<file path="src/rtl/instr_sequencer_pkg.sv">
// instr_sequencer_pkg
// Shared definitions for the instruction sequencer: FSM state encoding,
// processor opcodes and instruction field positions.
package instr_sequencer_pkg;

    localparam int WORD_W = 16;

    typedef enum logic [1:0] {
        IDLE  = 2'd0,
        ISSUE = 2'd1,
        WAIT  = 2'd2
    } seq_state_t;

    localparam logic [2:0] MV  = 3'b000;
    localparam logic [2:0] MVI = 3'b001;
    localparam logic [2:0] ADD = 3'b010;
    localparam logic [2:0] SUB = 3'b011;

    // Instruction field positions within a 16-bit word
    localparam int OPC_MSB = 8;
    localparam int OPC_LSB = 6;
    localparam int RX_MSB  = 5;
    localparam int RX_LSB  = 3;
    localparam int RY_MSB  = 2;
    localparam int RY_LSB  = 0;

endpackage

</file>
<file path="src/rtl/instr_sequencer_prog_ram.sv">
// seq_prog_ram
// DEPTH x 16 program store: synchronous write, two combinational read ports.
// Contents are not reset.
// Ports:
//   clk              rising-edge clock
//   we/waddr/wdata   write port
//   raddr_a/rdata_a  read port A
//   raddr_b/rdata_b  read port B
module seq_prog_ram
    import instr_sequencer_pkg::*;
#(
    parameter int DEPTH = 16,
    localparam int ADDR_W = $clog2(DEPTH)
) (
    input  logic              clk,
    input  logic              we,
    input  logic [ADDR_W-1:0] waddr,
    input  logic [WORD_W-1:0] wdata,
    input  logic [ADDR_W-1:0] raddr_a,
    output logic [WORD_W-1:0] rdata_a,
    input  logic [ADDR_W-1:0] raddr_b,
    output logic [WORD_W-1:0] rdata_b
);

    logic [WORD_W-1:0] mem_q [DEPTH];

    always_ff @(posedge clk) begin
        if (we) begin
            mem_q[waddr] <= wdata;
        end
    end

    assign rdata_a = mem_q[raddr_a];
    assign rdata_b = mem_q[raddr_b];

endmodule

</file>
<file path="src/rtl/instr_sequencer.sv">
// instr_sequencer
// Producer side of the processor DIN/Run/Done interface. A program is loaded
// into a small RAM while idle, then issued one instruction at a time: a
// one-cycle Run pulse with the instruction on DIN, followed (for mvi) by the
// immediate word on DIN until Done returns.
// Optional build macro: SEQ_TIMEOUT_EN enables a WAIT-state watchdog that
// abandons the program after TIMEOUT_CYC cycles without Done.
// Ports:
//   Clock, Resetn          clock, asynchronous active-low reset
//   start, abort           begin program (IDLE only) / return to IDLE
//   wr_en/wr_addr/wr_data  program RAM write (IDLE only)
//   prog_len               program length in RAM words (clamped to DEPTH)
//   Done                   instruction complete, from processor
//   DIN, Run               registered word and issue strobe to processor
//   busy, pc               status: not IDLE / current instruction address
//   instr_count            instructions completed since start (saturating)
//   prog_done              one-cycle pulse at end of program
//   timeout_err            sticky watchdog flag
module instr_sequencer
    import instr_sequencer_pkg::*;
#(
    parameter int         DEPTH       = 16,
    parameter logic [2:0] OPC_MVI     = MVI,
    parameter int         TIMEOUT_CYC = 64,
    localparam int        ADDR_W      = $clog2(DEPTH)
) (
    input  logic              Clock,
    input  logic              Resetn,
    input  logic              start,
    input  logic              abort,
    input  logic              wr_en,
    input  logic [ADDR_W-1:0] wr_addr,
    input  logic [15:0]       wr_data,
    input  logic [ADDR_W:0]   prog_len,
    input  logic              Done,
    output logic [15:0]       DIN,
    output logic              Run,
    output logic              busy,
    output logic [ADDR_W-1:0] pc,
    output logic [15:0]       instr_count,
    output logic              prog_done,
    output logic              timeout_err
);

    if (DEPTH < 2 || (DEPTH & (DEPTH - 1)) != 0) begin : g_bad_depth
        $error("DEPTH must be a power of two and at least 2");
    end
    if (TIMEOUT_CYC < 1) begin : g_bad_timeout
        $error("TIMEOUT_CYC must be at least 1");
    end

    localparam logic [ADDR_W:0] DEPTH_L = (ADDR_W + 1)'(DEPTH);

    seq_state_t        state_q, state_d;
    logic [15:0]       din_q, din_d;
    logic              run_q, run_d;
    logic [ADDR_W-1:0] pc_q, pc_d;
    logic [1:0]        step_q, step_d;
    logic [15:0]       count_q, count_d;
    logic              prog_done_q, prog_done_d;
    logic              timeout_q, timeout_d;

`ifdef SEQ_TIMEOUT_EN
    localparam int WDOG_W = $clog2(TIMEOUT_CYC + 1);
    localparam logic [WDOG_W-1:0] WDOG_LAST = WDOG_W'(TIMEOUT_CYC - 1);
    logic [WDOG_W-1:0] wdog_q, wdog_d;
`endif

    logic [ADDR_W:0]   len_eff;
    logic [ADDR_W:0]   npc;
    logic [ADDR_W-1:0] raddr_a, raddr_b;
    logic [15:0]       rdata_a, rdata_b;

    assign len_eff = (prog_len > DEPTH_L) ? DEPTH_L : prog_len;
    assign npc     = {1'b0, pc_q} + {{(ADDR_W - 1){1'b0}}, step_q};

    // Port A: word 0 for a fresh start, current instruction in ISSUE,
    // next instruction while waiting. Port B: immediate following pc.
    always_comb begin
        raddr_a = '0;
        case (state_q)
            ISSUE:   raddr_a = pc_q;
            WAIT:    raddr_a = npc[ADDR_W-1:0];
            default: raddr_a = '0;
        endcase
    end
    assign raddr_b = pc_q + ADDR_W'(1);

    seq_prog_ram #(.DEPTH(DEPTH)) u_ram (
        .clk     (Clock),
        .we      (wr_en && (state_q == IDLE)),
        .waddr   (wr_addr),
        .wdata   (wr_data),
        .raddr_a (raddr_a),
        .rdata_a (rdata_a),
        .raddr_b (raddr_b),
        .rdata_b (rdata_b)
    );

    always_comb begin
        state_d     = state_q;
        din_d       = din_q;
        run_d       = 1'b0;
        pc_d        = pc_q;
        step_d      = step_q;
        count_d     = count_q;
        prog_done_d = 1'b0;
        timeout_d   = timeout_q;
`ifdef SEQ_TIMEOUT_EN
        wdog_d      = wdog_q;
`endif

        case (state_q)
            IDLE: begin
                din_d = '0;
                if (start && (prog_len != '0)) begin
                    pc_d      = '0;
                    count_d   = '0;
                    timeout_d = 1'b0;
                    run_d     = 1'b1;
                    state_d   = ISSUE;
                    // A write to word 0 on the start edge must be visible
                    // in the first issued word.
                    din_d = (wr_en && (wr_addr == '0)) ? wr_data : rdata_a;
                end
            end
            ISSUE: begin
                state_d = WAIT;
`ifdef SEQ_TIMEOUT_EN
                wdog_d  = '0;
`endif
                if (rdata_a[OPC_MSB:OPC_LSB] == OPC_MVI) begin
                    din_d  = rdata_b;
                    step_d = 2'd2;
                end else begin
                    step_d = 2'd1;
                end
            end
            WAIT: begin
                if (Done) begin
                    count_d = (count_q == 16'hFFFF) ? count_q : count_q + 16'd1;
                    if (npc >= len_eff) begin
                        prog_done_d = 1'b1;
                        pc_d        = '0;
                        din_d       = '0;
                        state_d     = IDLE;
                    end else begin
                        pc_d    = npc[ADDR_W-1:0];
                        din_d   = rdata_a;
                        run_d   = 1'b1;
                        state_d = ISSUE;
                    end
                end
`ifdef SEQ_TIMEOUT_EN
                else if (wdog_q == WDOG_LAST) begin
                    timeout_d = 1'b1;
                    pc_d      = '0;
                    din_d     = '0;
                    state_d   = IDLE;
                end else begin
                    wdog_d = wdog_q + WDOG_W'(1);
                end
`endif
            end
            default: begin
                state_d = IDLE;
                din_d   = '0;
                pc_d    = '0;
            end
        endcase

        // abort wins over everything but keeps the completion count
        if (abort) begin
            state_d     = IDLE;
            run_d       = 1'b0;
            din_d       = '0;
            pc_d        = '0;
            count_d     = count_q;
            timeout_d   = timeout_q;
            prog_done_d = 1'b0;
        end
    end

    always_ff @(posedge Clock or negedge Resetn) begin
        if (!Resetn) begin
            state_q     <= IDLE;
            din_q       <= '0;
            run_q       <= 1'b0;
            pc_q        <= '0;
            step_q      <= 2'd1;
            count_q     <= '0;
            prog_done_q <= 1'b0;
            timeout_q   <= 1'b0;
`ifdef SEQ_TIMEOUT_EN
            wdog_q      <= '0;
`endif
        end else begin
            state_q     <= state_d;
            din_q       <= din_d;
            run_q       <= run_d;
            pc_q        <= pc_d;
            step_q      <= step_d;
            count_q     <= count_d;
            prog_done_q <= prog_done_d;
            timeout_q   <= timeout_d;
`ifdef SEQ_TIMEOUT_EN
            wdog_q      <= wdog_d;
`endif
        end
    end

    assign DIN         = din_q;
    assign Run         = run_q;
    assign busy        = (state_q != IDLE);
    assign pc          = pc_q;
    assign instr_count = count_q;
    assign prog_done   = prog_done_q;
`ifdef SEQ_TIMEOUT_EN
    assign timeout_err = timeout_q;
`else
    assign timeout_err = 1'b0;
`endif

endmodule

</file>
<file path="config.mk">
export PLATFORM = sky130hd
export DESIGN_NAME = instr_sequencer
export DESIGN_NICKNAME = d
export VERILOG_FILES = /design/src/rtl/instr_sequencer_pkg.sv /design/src/rtl/instr_sequencer_prog_ram.sv /design/src/rtl/instr_sequencer.sv
export SDC_FILE = /design/constraint.sdc
export NUM_CORES = 1
export LEC_CHECK = 0
export ABC_CLOCK_PERIOD_IN_PS = 5400
export CORE_MARGIN = 2
export CORE_UTILIZATION = 63
export CTS_BUF_LIST = sky130_fd_sc_hd__clkbuf_8
export CTS_CLUSTER_SIZE = 40
export DETAILED_ROUTE_END_ITERATION = 10
export PLACE_DENSITY = 0.82
export SLEW_MARGIN = 10
export SYNTH_ARGS = -nofsm -noshare
export SYNTH_HDL_FRONTEND = slang
export SYNTH_HIERARCHICAL = 1
export SYNTH_SLANG_ARGS = --single-unit
</file>
<file path="constraint.sdc">
create_clock -name Clock -period 5.4 [get_ports Clock]
set_input_delay 1.08 -clock Clock [delete_from_list [all_inputs] [get_ports Clock]]
set_output_delay 1.08 -clock Clock [all_outputs]
set_load 0.01 [all_outputs]
</file>
Word-level counts from Yosys, hierarchy flattened
Memories as Yosys holds them, arrays and structs flattened.
Cells that the tools add are included.
Widths: inputs -> output; s select.
{ "word_totals": {"reg_bits": 42, "mem_bits_rw": 256, "inputBits": 31, "n_memories": 1} }
{ "classes": {"add_sub_neg": 3, "magnitude_cmp": 2, "eq_ne": 11, "muxes": 35, "bitwise": 1, "reduce_logical": 12} }
{ "mem_list": {"columns": ["memory", "words", "word_bits", "rd", "rd_clocked_by_memory_dff", "wr", "line", "text"], "rows": [
  ["u_ram.mem_q", 16, 16, 2, 0, 1, "instr_sequencer_prog_ram.sv:25", "logic [WORD_W-1:0] mem_q [DEPTH];"]
]} }
{ "ops": {"columns": ["cell", "n"], "rows": [
  ["$mux 16", 9],
  ["$pmux 16 s3", 1],
  ["$pmux 16 s2", 1],
  ["$add 16x1->16 const B", 1],
  ["$eq 16x16->1 const B", 1],
  ["$mux 4", 4],
  ["$pmux 4 s3", 1],
  ["$mux 1", 11],
  ["$mux 2", 4],
  ["$pmux 4 s2", 1],
  ["$ne 2x2->1 const B", 3],
  ["$ne 3x3->1 const B", 2],
  ["$pmux 2 s3", 1],
  ["$add 4x2->5", 1],
  ["$ge 5x5->1", 1],
  ["$gt 5x5->1 const B", 1],
  ["$mux 5", 1],
  ["$reduce_and 5->1", 1],
  ["$reduce_bool 5->1", 1],
  ["$add 4x1->4 const B", 1],
  ["$logic_not 4->1", 1],
  ["$reduce_and 2->1", 2],
  ["$reduce_bool 2->1", 2],
  ["$eq 3x1->1 const B", 1],
  ["other kinds (9)", 11]
]} }

Longest topological paths before layout
{ "depth": {"ltp_word": 7, "mapped_depth": 18, "ltp_nobuf": 14} }

Modules after synthesis
The synthesis kept the hierarchy.
{ "modules_own_cells": {"columns": ["mod", "n_inst", "cells_per_inst", "area_per_inst_um2", "seq_area_each_um2"], "rows": [
  ["seq_prog_ram", 1, 553, 11673.7, 7687.4],
  ["instr_sequencer", 1, 389, 3138.0, 1052.3]
]} }

Worst setup path before layout
OpenSTA, ideal clock, no wires.
{ "synth_path": {"path_kind": "reg2reg", "startpoint": "register state_q[0]", "endpoint": "register din_q[2] (netlist: DIN[2])", "setup_time_ps": 130, "arrival_time_ps": 4016, "slack_ps": 1254, "path_stages_with_launch": 19, "path_cell_list": "dfrtp_1 -> inv_1 -> ha_1 -> clkbuf_1 -> buf_1 -> a22oi_1 -> nor2b_1 -> buf_6 -> buf_6 -> mux4_1 -> a22oi_1 -> nand2_1 -> nor3b_1 -> o21ai_1 -> clkbuf_1 -> clkbuf_1 -> nor2_1 -> a211oi_1 -> nand3_1"} }
{ "synth_lines": {"columns": ["item", "line", "text"], "rows": [
  ["start, declared", "instr_sequencer.sv:54", "seq_state_t state_q, state_d;"],
  ["start signal, assigned", "instr_sequencer.sv:198", "state_q <= state_d;"],
  ["$eq 2x2->1 or $eq 2x1->1 (tied branches)", "instr_sequencer.sv:81", "case (state_q)"],
  ["$pmux 4 s2 *", "instr_sequencer.sv:81", null],
  ["net raddr_a[0]", "instr_sequencer.sv:71", "logic [ADDR_W-1:0] raddr_a, raddr_b;"],
  ["$mem_v2 16x16 *", null, null],
  ["net rdata_a[6]", "instr_sequencer.sv:72", "logic [15:0] rdata_a, rdata_b;"],
  ["$eq 3x1->1 *", "instr_sequencer.sv:132", "if (rdata_a[OPC_MSB:OPC_LSB] == OPC_MVI) begin"],
  ["$ne 3x3->1 (no line) *", null, null],
  ["$reduce_and 2->1 (no line) *", null, null],
  ["end signal, assigned", "instr_sequencer.sv:199", "din_q <= din_d;"],
  ["end, declared", "instr_sequencer.sv:55", "logic [15:0] din_q, din_d;"]
]} }
Mark *: on every way through the listed nets, which the timed path passes. The rest lies on a longest branch. The select of a mux whose other input is x is not followed.
A chain may end at the register's enable or synchronous reset.

Final worst setup path
{ "layout_path": {"startpoint": "register pc_q[0] (netlist: pc[0])", "endpoint": "register din_q[12] (netlist: DIN[12])"} }
{ "layout_lines": {"columns": ["item", "line", "text"], "rows": [
  ["start, declared", "instr_sequencer.sv:57", "logic [ADDR_W-1:0] pc_q, pc_d;"],
  ["start signal, assigned", "instr_sequencer.sv:201", "pc_q <= pc_d;"],
  ["$add 4x2->5", "instr_sequencer.sv:75", "assign npc = {1'b0, pc_q} + {{(ADDR_W - 1){1'b0}}, step_q};"],
  ["$pmux 4 s2", "instr_sequencer.sv:81", null],
  ["net raddr_a[1]", "instr_sequencer.sv:71", null],
  ["$mem_v2 16x16", null, null],
  ["net rdata_a[8]", "instr_sequencer.sv:72", null],
  ["$eq 3x1->1", "instr_sequencer.sv:132", null],
  ["$ne 3x3->1 (no line)", null, null],
  ["$reduce_and 2->1 (no line)", null, null]
]} }
The timed path passes the listed nets, and every way through them passes these cells. The select of a mux whose other input is x is not followed.

==> results.cfg <==
[place]
gp_congestion = 0.8936
io_buffers = 69
dpl_cell_area_sq_um = 15940
detailed_place_hpwl_mm = 24.00

[routing]
wire_per_inst_um = 27.04
num_vias = 9752
routed_via_density = 6.996
drc_errors = 2
routed_wl_mm = 37.70
first_pass_iters = 9
drtIter0Drc = 1135
ant_nets = 0

[timing]
drv_slew = 0
hold_viol_final = 0
fin_crit_ps = 4781
rsz0062_at_grt = false
clock_skew_ps = 28.70
worst-slew-pin-transition_ps = 1328
setup-tns-final_ps = 0
relSlewSlack = 0.1139
finalSetupViolCount = 0
finalCritPeriodShare = 0.8853
clock.fmax_mhz = 209.2

[final_layout]
mostFrequentLayoutCell = edfxtp_1
final_cell_mix = edfxtp_1, mux4_2, nand2_1
drive_above_1_share = 0.2328
syn_to_final_growth_pct = 13.63
final_nets = 1082
final_area_sq_um = 16830
nFillCells = 1431
fin_util = 0.7235

[clocking]
ctsHoldBuffers = 0
numCtsBuffers = 47
cts-root-buf = clkbuf_8
ctsResizeCount = 0
cts_tree = done
clock_latency_ps = 570
post_cts_buffers = 0
clock-sinks = 298
path_clk_slew_ps = 70
clockBufferDepth = 3
htreeDepth = 2

[die]
io_pins = 71
die_w_um = 157.3
die_h_um = 157.3
num_rows = 56
die-area_sq_um = 24750
core_sq_um = 23260
start_util = 0.6367

[synthesis]
synthAdderAreaFrac = 0.01233
synthCells = 942
synthMuxAreaShare = 0.2011
synth_top_family_by_area = multiplexers
synth.avg_cell_area_sq_um = 15.72
async_flop_share = 0.1409
synth-compound-area-share = 0.07552
yosys_register_bits = 298
synth-edff-count = 256
synth-xor-area-share = 0.002365
synthesis.area_sq_um = 14810
ys_seq_area_frac = 0.5900
syn-num-nets = 987
ys.flop_type = edfxtp_1
synthSimpleGateAreaFrac = 0.09005
ys_types = 66
ys_warn_count = 6

[power]
peakVddDrop_uv = 215.9
power.density_nw_per_um2 = 384.8
p_leak_uw = 0.005780

[grt]
antenna_found_initial = 1
gr-total-overflow = 0
grt_usage = 0.3128
grt_max_degree = 43
first_global_vias = 9828
grt_pass1_wl_mm = 56.43

[outcome]
status = finished, violations left
violations = DRC

[hold_path]
worstHoldEndpoint = state_q[1]$_DFFE_PN0P_
min_path_cells = 1
hold_path.class = reg2reg
hold_path.startpoint = state_q[1]$_DFFE_PN0P_

[worst_setup_path]
worst_ep_arrival_time_ps = 5250
path_max_fanout = 32
r2r_cells = 15
timing.rr.start = pc[0]$_DFFE_PN0P_
r2r_slack_ps = 620
worst_setup_path_end_kind = flop
critPathRequiredTime_ps = 5870
critPathKind = reg2reg
r2r-end = DIN[12]$_DFFE_PN0P_
cp-start-kind = flop

[run]
maxCapViolations = 0
==> layout make-up <==
type | instances | area, sq um | area share
multi-input combinational | 567 | 5746 | 0.3414
timing repair buffer | 112 | 1008 | 0.05992
inverter | 11 | 43.79 | 0.002602
antenna | 1 | 2.502 | 0.0001487
tap | 319 | 399.1 | 0.02371
clock buffer | 50 | 688.2 | 0.04089
clock inverter | 36 | 203.9 | 0.01212
sequential | 298 | 8740 | 0.5193
==> critical path, stage by stage (launching register included) <==
cell	delay (ps)
dfrtp_1	490
ha_1	280
fa_1	530
nand2_1	110
a21boi_4	160
buf_4	450
mux4_2	380
a22oi_1	220
nand2_1	150
nor3b_1	590
o21ai_4	80
buf_4	220
nor4_2	410
buf_4	320
a211oi_1	110
nand3_1	170
==> flip-flops by register name (all words and copies together), names as in the netlist <==
signal,count
DIN,16
Run,1
instr_count,16
pc,4
prog_done,1
state_q,2
step_q,2
u_ram/mem_q,256
==> worst max path at each step <==
stage          cells past startpoint             endpoint  slack [ps]                    from
3_5_place_dp                      15  DIN[13]$_DFFE_PN0P_         730       pc[0]$_DFFE_PN0P_
6_report                          15  DIN[12]$_DFFE_PN0P_         620       pc[0]$_DFFE_PN0P_
4_1_cts                           15  DIN[12]$_DFFE_PN0P_         680       pc[0]$_DFFE_PN0P_
3_3_place_gp                      15  DIN[15]$_DFFE_PN0P_         970       pc[0]$_DFFE_PN0P_
2_1_floorplan                     18   DIN[2]$_DFFE_PN0P_        1250  state_q[0]$_DFFE_PN0P_
5_1_grt                           15  DIN[12]$_DFFE_PN0P_         490       pc[0]$_DFFE_PN0P_
==> kinds of logic (layout without fill, tap and decap cells) <==
kind of cell    after synthesis  after routing
compound gates              159            159
xor+xnor                      4              4
fa+ha+maj                    14             14
buf+inv                      77            209
flops                       298            298
mux                         130            130
other cells                   1              2
simple gates                259            259
==> metrics by stage <==
step                      power [uW]  hold WS [ps]  instances  setup slack [ps]
after global routing            6725         588.7       1393             486.4
after floorplan                 4084         469.0        942              1254
after global placement          4623         526.2       1307             971.8
after detailed placement        4684         551.7       1307             730.3
after CTS                       6475         565.5       1393             684.8
final                           6476         567.2       1394             619.4
==> report_power, final <==
part | switching [uW] | internal (uW) | total, uW
Combinational | 968 | 909 | 1880
Clock | 850 | 954 | 1800
Sequential | 146 | 2650 | 2800
Total | 1960 | 4510 | 6480
==> synthesized netlist by cell type, types with 18 or more instances <==
cell | count | share of area
a22oi_1 | 67 | 0.034
dfrtp_1 | 41 | 0.069
nor3b_1 | 20 | 0.010
nor2_1 | 38 | 0.0096
o21ai_0 | 28 | 0.0095
and3_1 | 18 | 0.0076
nand3_1 | 45 | 0.015
mux4_2 | 107 | 0.16
nand2_1 | 77 | 0.020
clkbuf_1 | 30 | 0.0076
edfxtp_1 | 256 | 0.52
mux4_1 | 18 | 0.032
==> layer usage <==
metal	GRT usage	up-vias	wire, um
li1	-	4065	-
met1	0.4012	4879	13170
met2	0.5230	646	18680
met3	0.05286	162	3891
met4	0.1554	0	1959
met5	0	-	0
(Power assumes the default switching activity.)
